## config.mk

```make
export PLATFORM = sky130hd
export DESIGN_NAME = rv_alu_seq
export DESIGN_NICKNAME = d
export VERILOG_FILES = /design/src/rtl/rv_alu_seq.sv
export SDC_FILE = /design/constraint.sdc
export NUM_CORES = 1
export LEC_CHECK = 0
export CORE_MARGIN = 2
export CORE_UTILIZATION = 40
export DETAILED_ROUTE_END_ITERATION = 16
export GPL_TIMING_DRIVEN = 0
export MAX_ROUTING_LAYER = met4
export PLACE_DENSITY = 0.7
export SETUP_SLACK_MARGIN = 0.4
export SYNTH_ARGS = -nofsm -noshare
export SYNTH_HDL_FRONTEND = slang
export SYNTH_SLANG_ARGS = --single-unit
export TNS_END_PERCENT = 10
```

## constraint.sdc

```tcl
create_clock -name clk -period 2.5 [get_ports clk]
set_input_delay 0.625 -clock clk [delete_from_list [all_inputs] [get_ports clk]]
set_output_delay 0.625 -clock clk [all_outputs]
set_load 0.01 [all_outputs]
```

## src/rtl/rv_alu_seq.sv

```systemverilog
// rv_alu_seq: handshaked integer ALU with a registered result.
// Define ALU_FAST_SHIFT_EN for single-cycle barrel shifts.
module rv_alu_seq #(
    parameter int WIDTH = 32,
    // Derived from WIDTH; not meant to be overridden.
    parameter int SHW   = $clog2(WIDTH)
) (
    input  logic             clk,
    input  logic             resetn,
    input  logic             in_valid,
    output logic             in_ready,
    input  logic [WIDTH-1:0] in_a,
    input  logic [WIDTH-1:0] in_b,
    input  logic [3:0]       in_op,
    output logic             out_valid,
    input  logic             out_ready,
    output logic [WIDTH-1:0] out_result,
    output logic             out_zero,
    output logic             out_err
);

    localparam logic [1:0] IDLE  = 2'd0;
    localparam logic [1:0] SHIFT = 2'd1;
    localparam logic [1:0] HOLD  = 2'd2;

    localparam logic [3:0] OP_ADD  = 4'd0;
    localparam logic [3:0] OP_SUB  = 4'd1;
    localparam logic [3:0] OP_AND  = 4'd2;
    localparam logic [3:0] OP_OR   = 4'd3;
    localparam logic [3:0] OP_XOR  = 4'd4;
    localparam logic [3:0] OP_SLT  = 4'd5;
    localparam logic [3:0] OP_SLTU = 4'd6;
    localparam logic [3:0] OP_SLL  = 4'd7;
    localparam logic [3:0] OP_SRL  = 4'd8;
    localparam logic [3:0] OP_SRA  = 4'd9;

    localparam logic [WIDTH-1:0] BAD = WIDTH'(32'hDEAD_BEEF);

    logic [1:0]       state;
    logic [WIDTH-1:0] res;
    logic             zero;
    logic             err;
    logic             accept;
    logic [SHW-1:0]   shamt;
    logic [WIDTH-1:0] alu_res;
    logic             alu_err;

    assign shamt      = in_b[SHW-1:0];
    assign out_valid  = (state == HOLD);
    assign in_ready   = (state == IDLE) | ((state == HOLD) & out_ready);
    assign accept     = in_valid & in_ready;
    assign out_result = res;
    assign out_zero   = zero;
    assign out_err    = err;

    // Result computed at accept; iterative shifts just load operand A here.
    always_comb begin
        alu_res = '0;
        alu_err = 1'b0;
        unique case (in_op)
            OP_ADD:  alu_res = in_a + in_b;
            OP_SUB:  alu_res = in_a - in_b;
            OP_AND:  alu_res = in_a & in_b;
            OP_OR:   alu_res = in_a | in_b;
            OP_XOR:  alu_res = in_a ^ in_b;
            OP_SLT:  alu_res = {{(WIDTH-1){1'b0}},
                                $signed(in_a) < $signed(in_b)};
            OP_SLTU: alu_res = {{(WIDTH-1){1'b0}}, in_a < in_b};
`ifdef ALU_FAST_SHIFT_EN
            OP_SLL:  alu_res = in_a << shamt;
            OP_SRL:  alu_res = in_a >> shamt;
            OP_SRA:  alu_res = $signed(in_a) >>> shamt;
`else
            OP_SLL, OP_SRL, OP_SRA: alu_res = in_a;
`endif
            default: begin
                alu_res = BAD;
                alu_err = 1'b1;
            end
        endcase
    end

`ifdef ALU_FAST_SHIFT_EN

    // Every op completes at accept, so only IDLE and HOLD are used.
    always_ff @(posedge clk or negedge resetn) begin
        if (!resetn) begin
            state <= IDLE;
            res   <= '0;
            zero  <= 1'b0;
            err   <= 1'b0;
        end else if (accept) begin
            state <= HOLD;
            res   <= alu_res;
            zero  <= (alu_res == '0);
            err   <= alu_err;
        end else if (state == HOLD && out_ready) begin
            state <= IDLE;
        end
    end

`else

    logic [SHW-1:0]   cnt;
    logic [3:0]       sop;
    logic [WIDTH-1:0] step;
    logic             go_shift;

    assign go_shift = (in_op == OP_SLL || in_op == OP_SRL ||
                       in_op == OP_SRA) && (shamt != '0);

    // One-bit shift of the working register for the latched shift op.
    always_comb begin
        case (sop)
            OP_SLL:  step = {res[WIDTH-2:0], 1'b0};
            OP_SRL:  step = {1'b0, res[WIDTH-1:1]};
            default: step = {res[WIDTH-1], res[WIDTH-1:1]};
        endcase
    end

    // Handshake FSM; res doubles as the shift working register.
    always_ff @(posedge clk or negedge resetn) begin
        if (!resetn) begin
            state <= IDLE;
            res   <= '0;
            zero  <= 1'b0;
            err   <= 1'b0;
            cnt   <= '0;
            sop   <= OP_ADD;
        end else if (accept) begin
            res  <= alu_res;
            zero <= (alu_res == '0);
            err  <= alu_err;
            if (go_shift) begin
                state <= SHIFT;
                cnt   <= shamt;
                sop   <= in_op;
            end else begin
                state <= HOLD;
            end
        end else begin
            unique case (state)
                HOLD: begin
                    if (out_ready) state <= IDLE;
                end
                SHIFT: begin
                    res <= step;
                    cnt <= cnt - SHW'(1);
                    if (cnt == SHW'(1)) begin
                        state <= HOLD;
                        zero  <= (step == '0);
                    end
                end
                default: ;
            endcase
        end
    end

`endif

endmodule

```

==> results.sh, run 1 <==
export IMPL_hold_path_class="primary input to async pin"
export IMPL_worst_path_stages=17
export IMPL_grt_pass1_wl_mm=59.34
export IMPL_required_ns=2.70
export IMPL_drcViolationCount=0
export IMPL_synth_edf_count=0
export IMPL_utilization=0.5939
export IMPL_p_switching_mw=1.850
export IMPL_layout_commonest_cell="nand2_1"
export IMPL_antenna_cells=0
export IMPL_synth_area_leader_cell="ha_1"
export IMPL_power_density_nw_per_um2=330.8
export IMPL_cts_htree_levels=2
export IMPL_die_area_sq_um=22580
export IMPL_gr_total_overflow=0
export IMPL_r2r_start="state[1]$_DFFE_PN0P_"
export IMPL_row_count=53
export IMPL_fin_crit_ns=3.715
export IMPL_cp_arrival_ns=3.92
export IMPL_synth_compound_area_frac=0.3703
export IMPL_start_util=0.4072
export IMPL_setup_viol=29
export IMPL_port_buffers=106
export IMPL_worst_slack_ns=-1.215
export IMPL_finalPower_mw=4.130
export IMPL_sw_frac_of_total=0.4479
export IMPL_critPathLaunchType="primary input"
export IMPL_end_kind="flop"
export IMPL_failed_checks="setup timing"
export IMPL_drive_gt1_frac=0.2967
export IMPL_layout_common_cells="nand2_1, a21oi_1, ha_1"
export IMPL_crit_type="primary input to flop"
export IMPL_path_buf_inv=5
export IMPL_p_leak_nw=5.107
export IMPL_synthMuxAreaShare=0.007017
export IMPL_r2r_slack_ns=0.08
export IMPL_clk_latency_ns=0.29
export IMPL_drt_pass1_iter_count=7
export IMPL_hold_ws_ns=0.2923
export IMPL_tightest_slew_ns=0.8826
export IMPL_synth_top_area_frac=0.1681
export IMPL_finalHoldViolations=0
export IMPL_ios=108
export IMPL_syn_instance_count=1233
export IMPL_p_clk_frac=0.166
export IMPL_drv_slew=0
export IMPL_ys_async_sr_fraction=1.000
export IMPL_crit_path_max_incr_delay_ns=0.40
export IMPL_vias=10970
export IMPL_cts_tree="done"
export IMPL_synthSimpleGateAreaFrac=0.2266
export IMPL_detailed_place_hpwl_mm=29.25
export IMPL_clk_pin_slew_ns=0.07
export IMPL_area_growth_pct=45.86
export IMPL_power_frac_seq=0.207
export IMPL_r2r_end="out_zero$_DFFE_PN0P_"
export IMPL_relSlewSlack=0.4116
export IMPL_pre_cts_slack_ns=-2.864
export IMPL_fin_crit_sh=1.486
export IMPL_core_area_sq_um=21020
export IMPL_worst_path_max_delay_cell="a211oi_4"
export IMPL_drtIter0Drc=1224
export IMPL_die_x_microns=150.3
export IMPL_grt_max_degree=27
export IMPL_drtAntennaViolNets=0
export IMPL_cts_sinks=45
export IMPL_ys_warnings_count=0
export IMPL_finalClockSkew_ns=0.007753
export IMPL_first_global_vias=10250
export IMPL_syn_area_sq_um=8559
export IMPL_cts_inserted_buffers=5
export IMPL_synthTopCellsByArea="ha_1, dfrtp_1, a21oi_1"
export IMPL_grt_util_all_layers=0.3486
export IMPL_synth_top_family_by_area="compound AO/OA/AOI/OAI gates"
export IMPL_yosys_register_bits=45
export IMPL_run_status="complete, but fails checks"
export IMPL_cts_root_buf="clkbuf_16"
export IMPL_critPathTopFamily="compound AO/OA/AOI/OAI gates"
export IMPL_crit_fanout=5
export IMPL_cts_buffer_depth=2
export IMPL_maxCapViolCount=0
export IMPL_rsz0062_at_grt="true"
export IMPL_gp_congestion=0.9876
export IMPL_antenna_found_initial=0
export IMPL_irDropWorstVdd_uv=274.4
export IMPL_yosys_area_share_adder=0.1728
export IMPL_synth_xor_area_frac=0.01126
export IMPL_synth_nets=1422
export IMPL_vias_per_cell=6.401
export IMPL_ys_types=85
export IMPL_final_nets=1627
export IMPL_wl_mm=39.54
export IMPL_synth_flop_cell="dfrtp_1"
export IMPL_wire_per_inst_microns=23.07
export IMPL_clock_fmax_ghz=0.2692
export IMPL_power_frac_comb=0.627
export IMPL_r2r_cells=10
export IMPL_dieHeight_microns=150.3
export IMPL_worstPathCellList="buf_12, inv_12, ha_4, buf_8, nor2_4, a221oi_4, buf_6, a2111oi_4, a211oi_4, o41ai_4, buf_4, a211o_1, a211oi_2, nand3_2, nor4_4, nand4_1, o31ai_1"
export IMPL_ys_seq_area_frac=0.1316
export IMPL_p_int_mw=2.280
export IMPL_syn_avg_cell_area_sq_um=6.942
==> cell usage after synthesis, types with 4 or more instances <==
master       n
a2111oi_0    6
a211o_1      5
a211oi_1    20
a21o_1      12
a21oi_1    143
a221o_1     18
a221oi_1    14
a222oi_1     6
a22oi_1      6
a311oi_1     4
a31oi_1     20
and2_1       8
and3_1       4
buf_1        5
buf_2       20
clkbuf_1    49
dfrtp_1     45
ha_1       115
inv_1       94
inv_2        6
mux2i_1      6
nand2_1    153
nand2b_1    12
nand3_1     20
nand4_1     13
nor2_1      97
nor2b_1     19
nor3_1      34
nor4_1      23
o2111ai_1    9
o211a_1      5
o211ai_1    12
o21a_1       8
o21ai_0     79
o21ai_1      7
o21bai_1     8
o221ai_1    12
o22ai_1      8
o311ai_0     5
o31ai_1     19
or3_1        5
xnor2_1      9
==> power by group through the flow <==
stage                     Clock, mW  Sequential [mW]  Combinational (mW)
after global routing          0.725            0.859                2.74
after global placement            0            0.864                1.87
final                         0.687            0.853                2.59
after detailed placement          0            0.865                1.88
after CTS                     0.690            0.851                2.33
after floorplan                   0            0.864                1.13
==> layout make-up <==
type / instances / area, sq um
Tap cell: 275 / 344.1
Timing Repair Buffer: 198 / 1757
Inverter: 101 / 424.2
Fill cell: 1944 / 8537
Clock buffer: 6 / 138.9
Sequential cell: 45 / 1129
Clock inverter: 2 / 13.76
Buffer: 75 / 641.9
Multi-Input combinational cell: 1012 / 8036
==> worst register-to-register path: cells and delay by family, from the launching register on <==
kind / cells / cell delay, ns
AO/OA/AOI/OAI: 2 / 0.40
flip-flops: 1 / 0.44
AND/OR/NAND/NOR: 8 / 1.47
==> kinds of logic after synthesis <==
family          count (synthesis)
mux                             6
buf+inv                       176
flops                          45
simple gates                  411
compound gates                467
fa+ha+maj                     117
xor+xnor                       11
==> state kept, by name (all words and copies together), names as in the netlist <==
name,flops
state,2
cnt,5
out_err,1
out_result,32
sop,4
out_zero,1
==> how the worst max path moves through the flow <==
| stage | end | slack, ns | from |
|---|---|---|---|
| global route | out_zero$_DFFE_PN0P_ | -1.30 | in_b[4] |
| CTS | out_zero$_DFFE_PN0P_ | -1.25 | in_b[4] |
| floorplan | out_zero$_DFFE_PN0P_ | -0.93 | in_a[0] |
| finish | out_zero$_DFFE_PN0P_ | -1.22 | in_b[4] |
| global placement | out_zero$_DFFE_PN0P_ | -3.44 | in_op[2] |
| detailed placement | out_zero$_DFFE_PN0P_ | -2.86 | in_op[1] |
==> layer usage <==
layer  wire length, microns  up-vias  share of wire  global-route usage
met2                  18030      649           0.46              0.5643
met3                   3491      126          0.088             0.03758
li1                       -     4966              -                   -
met5                      0        -              0                   -
met1                  16370     5230           0.41              0.4581
met4                   1642        0          0.042              0.1066
==> through the flow <==
stage / std cells / setup TNS (ns) / area [sq um]
finish: 1714 / -15.15 / 12480
global route: 1714 / -17.68 / 12480
CTS: 1686 / -14.47 / 11940
detailed placement: 1617 / -78.61 / 10140
global placement: 1614 / -114.99 / 10100
floorplan: 1233 / -9.454 / 8693
==> what timing repair did <==
item	4_1_cts	5_1_grt
buffers inserted	61	28
gates cloned	0	0
pin swaps	89	63
endpoints found under the setup margin	46	46
resized for setup	451	125
hold buffers	0	0
Power figures use the tool's default switching activity.
==> run 2: changes to the inputs <==
Settings changed: CORE_UTILIZATION 40 to 45, GPL_TIMING_DRIVEN 0 to not set, PLACE_DENSITY 0.7 to 0.76.
==> run 2 against run 1 <==
Effect of this change: the flow still finishes with violations (setup timing); utilization up 19 points; final area up 17%; worst hold slack better by 0.13 ns; flip-flop and latch count unchanged; combinational power up 19%; die area down 11%; sequential share of layout area down 1.3 points; count of clock-buffer cells in the layout unchanged; highest routed layer unchanged.
==> results.sh, run 2 (synthesized netlist as in run 1, its figures left out) <==
export IMPL_run_status="complete, but fails checks"
export IMPL_failed_checks="setup timing"
export IMPL_irDropWorstVdd_uv=246.1
export IMPL_p_clk_frac=0.139
export IMPL_grt_pass1_wl_mm=65.89
export IMPL_detailed_place_hpwl_mm=33.22
export IMPL_clk_pin_slew_ns=0.06
export IMPL_drt_pass1_iter_count=6
export IMPL_grt_util_all_layers=0.4249
export IMPL_finalClockSkew_ns=0.004976
export IMPL_p_int_mw=2.666
export IMPL_cts_inserted_buffers=5
export IMPL_port_buffers=107
export IMPL_drive_gt1_frac=0.4057
export IMPL_maxCapViolCount=0
export IMPL_die_area_sq_um=20140
export IMPL_die_x_microns=141.9
export IMPL_power_frac_comb=0.673
export IMPL_clock_fmax_ghz=0.2654
export IMPL_crit_fanout=5
export IMPL_cts_tree="done"
export IMPL_first_global_vias=12500
export IMPL_power_density_nw_per_um2=313.4
export IMPL_ios=108
export IMPL_drv_slew=0
export IMPL_largest_register_ffs=32
export IMPL_critPathLaunchType="primary input"
export IMPL_p_leak_nw=6.635
export IMPL_grt_max_degree=46
export IMPL_end_kind="flop"
export IMPL_cp_arrival_ns=3.97
export IMPL_cts_buffer_depth=2
export IMPL_clk_latency_ns=0.29
export IMPL_hold_path_class="primary input to async pin"
export IMPL_cts_htree_levels=2
export IMPL_cts_sinks=45
export IMPL_antenna_cells=0
export IMPL_placed_cell_area_sq_um=13140
export IMPL_drtIter0Drc=1254
export IMPL_vias=12350
export IMPL_fin_crit_ns=3.767
export IMPL_fin_crit_sh=1.507
export IMPL_holdBufCountCts=0
export IMPL_core_area_sq_um=18710
export IMPL_required_ns=2.70
export IMPL_setup_tns_ns=-19.39
export IMPL_worst_slack_ns=-1.267
export IMPL_crit_type="primary input to flop"
export IMPL_vias_per_cell=6.194
export IMPL_area_growth_pct=70.88
export IMPL_sw_frac_of_total=0.4183
export IMPL_tightest_slew_ns=0.8095
export IMPL_antenna_found_initial=0
export IMPL_start_util=0.4576
export IMPL_wl_mm=42.36
export IMPL_cts_root_buf="clkbuf_16"
export IMPL_relSlewSlack=0.4464
export IMPL_layout_commonest_cell="buf_4"
export IMPL_power_frac_seq=0.187
export IMPL_r2r_start="state[1]$_DFFE_PN0P_"
export IMPL_p_switching_mw=1.917
export IMPL_row_count=50
export IMPL_final_nets=1948
export IMPL_finalHoldViolations=0
export IMPL_drcViolationCount=0
export IMPL_drtAntennaViolNets=0
export IMPL_rsz0062_at_grt="true"
export IMPL_dieHeight_microns=141.9
export IMPL_layout_common_cells="buf_4, nand2_1, a21oi_1"
export IMPL_postLayoutCellArea_sq_um=14630
export IMPL_gr_total_overflow=0
export IMPL_crit_path_start="in_b[4]"
export IMPL_gp_congestion=1.057
export IMPL_setup_viol=30
export IMPL_wire_per_inst_microns=21.25
run 2: cell count changes in the layout (fill, tap and decap cells not counted), moves of 9 or more:
cell           delta
a21oi_1          +13
buf_2            -17
buf_4           +373
clkbuf_1         -15
clkbuf_2         -11
clkbuf_4         -11
dlygate4sd2_1    +20
ha_1              -9
o21ai_0          +15
o21ai_1          -14
run 2: metrics by stage:
step                      setup WS [ns]  total power [mW]  hold slack, ns  cells  utilization
final                            -1.267             4.583          0.4212   1994       0.7819
after global routing             -1.357             4.796          0.4731   1994       0.7819
after CTS                        -1.291             4.352          0.4374   1985       0.7601
after detailed placement         -2.128             3.468          0.4967   1944       0.7025
after global placement           -2.244             3.432          0.4685   1944       0.7025
after floorplan                 -0.9275             1.998          0.3294   1233            -
run 2: critical path: stages:
cell	delay [ns]
buf_6	0.07
buf_6	0.12
inv_12	0.03
ha_4	0.27
buf_6	0.11
inv_6	0.03
a211oi_4	0.30
buf_6	0.16
a21oi_4	0.06
or4_4	0.53
a31o_4	0.28
buf_6	0.13
a211oi_4	0.23
mux2i_1	0.21
nand2_1	0.12
a2111oi_1	0.27
nand4_1	0.18
o31ai_1	0.22
run 2: worst paths after layout:
| path | to | slack [ns] | cells past startpoint |
|---|---|---|---|
| max in group asynchronous | out_result[18]$_DFFE_PN0P_ | 1.68 | 2 |
| setup / recovery | out_zero$_DFFE_PN0P_ | -1.27 | 18 |
| hold / removal | sop[3]$_DFFE_PN0P_ | 0.42 | 2 |
| setup reg to reg | out_zero$_DFFE_PN0P_ | 0.08 | 11 |
| hold reg to reg | out_err$_DFFE_PN0P_ | 0.51 | 2 |
| min in group clk | out_err$_DFFE_PN0P_ | 0.51 | 2 |
run 2: what timing repair did:
action	4_1_cts	5_1_grt
gates resized for setup	241	78
cloned	0	0
pin swaps	62	46
buffers inserted	33	9
setup endpoints to repair	46	44
run 2: per-layer routing:
layer / wire length [microns] / up-vias / GRT usage / part of all wire
met5: 0 / - / - / 0
met4: 2122 / 0 / 0.1795 / 0.050
met3: 3338 / 187 / 0.06041 / 0.079
met2: 20020 / 696 / 0.7207 / 0.47
met1: 16880 / 5875 / 0.5053 / 0.40
li1: - / 5592 / - / -
run 2: power by group through the flow:
stage | clock [mW] | combinational [mW] | sequential, mW
3_5_place_dp | 0 | 2.60 | 0.866
3_3_place_gp | 0 | 2.57 | 0.861
4_1_cts | 0.644 | 2.86 | 0.852
6_report | 0.639 | 3.09 | 0.858
5_1_grt | 0.671 | 3.26 | 0.862
2_1_floorplan | 0 | 1.13 | 0.864
run 2: cell type report:
class / count / area [sq um]
clock inverter: 2 / 10.01
sequential: 45 / 1126
inverter: 101 / 404.1
tap: 234 / 292.8
timing repair buffer: 594 / 4806
multi-input combinational: 1012 / 7859
clock buffer: 6 / 128.9
fill: 1350 / 4079
